`config.mk`:
```
export PLATFORM = sky130hd
export DESIGN_NAME = layer_priority_mux
export DESIGN_NICKNAME = d
export VERILOG_FILES = /design/src/rtl/layer_priority_mux.sv
export SDC_FILE = /design/constraint.sdc
export NUM_CORES = 1
export LEC_CHECK = 0
export BUFFER_PORTS_ARGS = -buffer_cell sky130_fd_sc_hd__buf_2
export CORE_AREA = 5 5 57 59
export CTS_CLUSTER_SIZE = 30
export DETAILED_ROUTE_END_ITERATION = 10
export DIE_AREA = 0 0 62 64
export MAX_ROUTING_LAYER = met4
export PLACE_DENSITY_LB_ADDON = 0.2
export SYNTH_ARGS = -nofsm -noshare
export SYNTH_HDL_FRONTEND = slang
export SYNTH_SLANG_ARGS = --single-unit
export TNS_END_PERCENT = 20
```
`constraint.sdc`:
```
create_clock -name clk -period 2 [get_ports clk]
set_input_delay 0 -clock clk [delete_from_list [all_inputs] [get_ports clk]]
set_output_delay 0 -clock clk [all_outputs]
set_load 0.01 [all_outputs]
```
`src/rtl/layer_priority_mux.sv`:
```
// -----------------------------------------------------------------------------
// LayerPriorityMux (module layer_priority_mux)
//
// Purpose:
//   N-layer priority compositor for the VGA pixel path. Every clock it picks
//   the lowest-indexed layer whose pixel is requested, enabled, not equal to
//   the transparent colour key and not hidden by the blink timer. The request
//   flag, colour and layer index of that winner are registered together, so
//   the three outputs always describe the same input pixel. The block also
//   owns the frame-based blink timer used by the HUD and game-over text.
//
// Ports:
//   clk            pixel clock
//   resetN         asynchronous, active-low reset
//   startOfFrame   one-cycle pulse per frame, advances the blink timer
//   layerEnable    per-layer visibility mask (1 = visible)
//   blinkMask      per-layer blink mask (1 = hidden while blinkPhase is 0)
//   drawingRequest per-layer pixel request
//   layerRGB       flat colour bus, layer i at [i*RGB_WIDTH +: RGB_WIDTH]
//   outRequest     registered: some layer won this pixel
//   outRGB         registered winning colour (BACKGROUND when nobody won)
//   outLayer       registered winning layer index (0 when nobody won)
//   blinkPhase     current blink phase (1 = blinking layers visible)
// -----------------------------------------------------------------------------
module layer_priority_mux #(
    parameter int                   NUM_LAYERS   = 5,
    parameter int                   RGB_WIDTH    = 8,
    parameter logic [RGB_WIDTH-1:0] TRANSPARENT  = 8'hFF,
    parameter logic [RGB_WIDTH-1:0] BACKGROUND   = 8'h00,
    parameter int                   BLINK_FRAMES = 16,
    localparam int                  LAYER_W      = (NUM_LAYERS > 1) ? $clog2(NUM_LAYERS) : 1
) (
    input  logic                            clk,
    input  logic                            resetN,
    input  logic                            startOfFrame,
    input  logic [NUM_LAYERS-1:0]           layerEnable,
    input  logic [NUM_LAYERS-1:0]           blinkMask,
    input  logic [NUM_LAYERS-1:0]           drawingRequest,
    input  logic [NUM_LAYERS*RGB_WIDTH-1:0] layerRGB,
    output logic                            outRequest,
    output logic [RGB_WIDTH-1:0]            outRGB,
    output logic [LAYER_W-1:0]              outLayer,
    output logic                            blinkPhase
);

    localparam int CNT_W = (BLINK_FRAMES > 1) ? $clog2(BLINK_FRAMES) : 1;
    localparam logic [CNT_W-1:0] CNT_LAST = CNT_W'(BLINK_FRAMES - 1);

    logic                  outRequest_q, outRequest_d;
    logic [RGB_WIDTH-1:0]  outRGB_q, outRGB_d;
    logic [LAYER_W-1:0]    outLayer_q, outLayer_d;
    logic                  blinkPhase_q, blinkPhase_d;
    logic [CNT_W-1:0]      blinkCnt_q, blinkCnt_d;
    logic [NUM_LAYERS-1:0] eligible;

    // A layer may compete for the pixel only if it asks for it, is switched
    // on, is not showing the colour key, and is not currently blinked out.
    // The registered blink phase is used, so a phase flip only affects pixels
    // sampled after the edge that flipped it.
    always_comb begin
        eligible = '0;
        for (int i = 0; i < NUM_LAYERS; i++) begin
            eligible[i] = drawingRequest[i]
                        & layerEnable[i]
                        & (layerRGB[i*RGB_WIDTH +: RGB_WIDTH] != TRANSPARENT)
                        & ~(blinkMask[i] & ~blinkPhase_q);
        end
    end

    // Fixed-priority pick. Scanning from the highest index down and letting
    // each eligible layer overwrite the result leaves the lowest eligible
    // index as the final winner. When nobody is eligible the defaults give
    // the background pixel with layer index 0.
    always_comb begin
        outRequest_d = 1'b0;
        outRGB_d     = BACKGROUND;
        outLayer_d   = '0;
        for (int i = NUM_LAYERS - 1; i >= 0; i--) begin
            if (eligible[i]) begin
                outRequest_d = 1'b1;
                outRGB_d     = layerRGB[i*RGB_WIDTH +: RGB_WIDTH];
                outLayer_d   = LAYER_W'(i);
            end
        end
    end

    // Blink timer: counts frame pulses and flips the phase every
    // BLINK_FRAMES frames. A startOfFrame held high counts once per cycle.
    always_comb begin
        blinkCnt_d   = blinkCnt_q;
        blinkPhase_d = blinkPhase_q;
        if (startOfFrame) begin
            if (blinkCnt_q == CNT_LAST) begin
                blinkCnt_d   = '0;
                blinkPhase_d = ~blinkPhase_q;
            end else begin
                blinkCnt_d   = blinkCnt_q + CNT_W'(1);
            end
        end
    end

    // All state shares one register stage. Reset restarts the blink timer
    // with the phase visible and a full period ahead of it.
    always_ff @(posedge clk or negedge resetN) begin
        if (!resetN) begin
            outRequest_q <= 1'b0;
            outRGB_q     <= BACKGROUND;
            outLayer_q   <= '0;
            blinkPhase_q <= 1'b1;
            blinkCnt_q   <= '0;
        end else begin
            outRequest_q <= outRequest_d;
            outRGB_q     <= outRGB_d;
            outLayer_q   <= outLayer_d;
            blinkPhase_q <= blinkPhase_d;
            blinkCnt_q   <= blinkCnt_d;
        end
    end

    assign outRequest = outRequest_q;
    assign outRGB     = outRGB_q;
    assign outLayer   = outLayer_q;
    assign blinkPhase = blinkPhase_q;

endmodule

```
==> flow_metrics.env <==
export IMPL_dp_slack_ps=335
export IMPL_post_drt_wl_per_cell_um=15.3
export IMPL_critPathRequiredTime_ps=2150
export IMPL_crit_path_cell_trace="nand2b_1 -> o211a_1 -> nor3_4 -> a22oi_1 -> o211ai_1"
export IMPL_ys_seq_area_share_pct=41.1
export IMPL_ant_nets=0
export IMPL_cts_inserted_buffers=3
export IMPL_p_per_area_mw_per_mm2=708
export IMPL_max_clock_path_buffers=2
export IMPL_worst_slack_ps=276
export IMPL_htree_levels=1
export IMPL_hold_path_class="in -> reg"
export IMPL_grt_pass1_vias=1336
export IMPL_fillers=235
export IMPL_grt_pass1_wl_mm=5.68
export IMPL_tightest_slew_ps=396
export IMPL_end_kind="flip-flop"
export IMPL_row_count=19
export IMPL_ys_seq_elements=17
export IMPL_cts_resized=0
export IMPL_avgSynthCellArea_um2=9.53
export IMPL_outcome="finished, violations left"
export IMPL_clockRootBuffer="clkbuf_4"
export IMPL_max_vdd_ir_drop_uv=607
export IMPL_cp_data_arrival_time_ps=1870
export IMPL_slew_violations=0
export IMPL_start_util_pct=39.0
export IMPL_rsz0062_at_grt="false"
export IMPL_violations="hold timing"
export IMPL_hold_viol_final=1
export IMPL_vias=1273
export IMPL_setup_viol=0
export IMPL_synthArstFlopShare_pct=100
export IMPL_clkTransAtPathRegs_ps=110
export IMPL_place_gp_congestion=0.930
export IMPL_start_kind="flip-flop"
export IMPL_cp_max_fo=9
export IMPL_io_buffer_count=70
export IMPL_crit_path_max_incr_delay_ps=620
export IMPL_fmax_ghz=0.580
export IMPL_max_cap_violations=0
export IMPL_tritoncts="yes"
export IMPL_whs_ps=-2.05
export IMPL_grt_ovfl_total=0
export IMPL_crit_type="reg -> reg"
export IMPL_core_area_mm2=0.00266
export IMPL_layout_common_cells="buf_2 (70), dfrtp_1 (16), a22oi_1 (15), dlygate4sd3_1 (15)"
export IMPL_synthDistinctLibCells=31
export IMPL_fin_tns_setup_ps=0
export IMPL_hpwl_mm=2.74
export IMPL_cp_slowest_cell="dfstp_2"
export IMPL_pin_count=71
export IMPL_min_period_ps=1720
export IMPL_p_leak_nw=0.767
export IMPL_skew_ps=14.3
export IMPL_fp_dieW_um=62
export IMPL_finalNetCount=258
export IMPL_yosys_warnings=0
export IMPL_final_common_cell="buf_2"
export IMPL_drc_errors=0
export IMPL_synth_nets=168
export IMPL_dr_pass1_iters=4
export IMPL_vias_per_cell=5.56
export IMPL_grtUsageTotal_pct=19.2
export IMPL_slew_headroom_pct=73.6
export IMPL_synth_edf_count=0
export IMPL_clock_sinks=17
export IMPL_die_area_mm2=0.00397
export IMPL_drive_gt1_share_pct=41.4
export IMPL_drt_wl_total_mm=3.51
export IMPL_syn_cell_area_mm2=0.00104
export IMPL_clock_latency_ps=290
export IMPL_period_share_pct=86.2
export IMPL_diodes=0
export IMPL_synth_cells=109
export IMPL_syn2layout_area_growth_pct=54.5
export IMPL_drt_iter0_drc=77
export IMPL_grt_max_degree=18
export IMPL_antenna_found_initial=0
export IMPL_ff2ff_setup_slack_ps=280
export IMPL_synth_ff_type="dfrtp_1"
export IMPL_fp_dieH_um=64
[final cells by class]
type / instances / area [um^2] / area share [%]
Timing Repair Buffer: 87 / 515 / 32.1
Sequential cell: 17 / 427 / 26.6
Multi-Input combinational cell: 85 / 577 / 36.0
Inverter: 5 / 18.8 / 1.17
Clock inverter: 1 / 5.00 / 0.312
Tap cell: 31 / 38.8 / 2.42
Clock buffer: 3 / 22.5 / 1.40
[per-layer routing]
layer	track usage [%]	share of wire [%]	vias up	routed length, um
met5	-	0	-	0
met4	9.28	3.6	0	127
met3	3.02	8.3	14	290
met2	27.6	45	82	1600
met1	26.0	43	566	1500
li1	-	-	611	-
[what timing repair did]
item                                   in CTS  in global routing
hold buffers                               14                  1
setup buffers                               0                  0
endpoints found under the hold margin      25                  1
[kinds of logic (layout without fill, tap and decap cells)]
logic type / count (synthesis) / after routing / synth area share, %
AND/OR/NAND/NOR: 42 / 42 / 22.5
flip-flops: 17 / 17 / 41.1
XOR/XNOR: 2 / 2 / 1.69
AO/OA/AOI/OAI: 38 / 38 / 28.1
multiplexers: 2 / 2 / 2.05
adder cells (fa/ha/maj): 1 / 1 / 1.20
buffers and inverters: 7 / 96 / 3.37
[worst max-delay path, delay by kind of cell (launching register included)]
kind	cells	cell delay, ps
compound gates	3	690
flops	1	620
simple gates	2	280
[registers in the layout, indices dropped and copies added, names as in the netlist]
| signal | count |
|---|---|
| outRGB | 8 |
| blinkCnt_q | 4 |
| blinkPhase | 1 |
| outLayer | 3 |
| outRequest | 1 |
[cell usage after synthesis, types with 2 or more instances]
| library cell | instances | share of area, % |
|---|---|---|
| nand2b_1 | 4 | 2.4 |
| nand3_1 | 10 | 4.8 |
| a21oi_1 | 3 | 1.4 |
| a22oi_1 | 15 | 11 |
| nand4_1 | 10 | 6.0 |
| inv_1 | 5 | 1.8 |
| o211ai_1 | 10 | 7.2 |
| nand2_1 | 5 | 1.8 |
| dfrtp_1 | 16 | 39 |
| o211a_1 | 2 | 1.9 |
| nor2_1 | 7 | 2.5 |
| and2_1 | 2 | 1.2 |
| xnor2_1 | 2 | 1.7 |
[path summary, 6_finish.rpt]
kind,end,cells past startpoint,startpoint
max,outRGB[3]$_DFF_PN0_,5,blinkPhase$_DFFE_PN1P_
min,outRGB[6]$_DFF_PN0_,3,layerRGB[6]
max reg2reg,outRGB[3]$_DFF_PN0_,5,blinkPhase$_DFFE_PN1P_
min reg2reg,blinkCnt_q[3]$_DFFE_PN0P_,1,blinkCnt_q[3]$_DFFE_PN0P_
max in group asynchronous,blinkPhase$_DFFE_PN1P_,2,resetN
min in group asynchronous,outRequest$_DFF_PN0_,2,resetN
[stage by stage]
stage	cells	power, mW	instance area (um^2)	utilization, %	hold slack, ps
finish	229	1.14	1600	60.2	-2.05
floorplan	109	0.749	1040	-	-296
CTS	228	1.14	1590	59.9	0.602
detailed placement	210	0.940	1430	53.6	-64.5
global route	229	1.23	1600	60.2	1.32
global placement	210	0.922	1430	53.6	-71.2
[power breakdown]
| part | switching, mW | leakage (nW) | internal, mW |
|---|---|---|---|
| Clock | 0.106 | 0.0177 | 0.0742 |
| Sequential | 0.0713 | 0.211 | 0.441 |
| Combinational | 0.225 | 0.538 | 0.219 |
| Total | 0.402 | 0.767 | 0.734 |
Power figures use the tool's default switching activity.
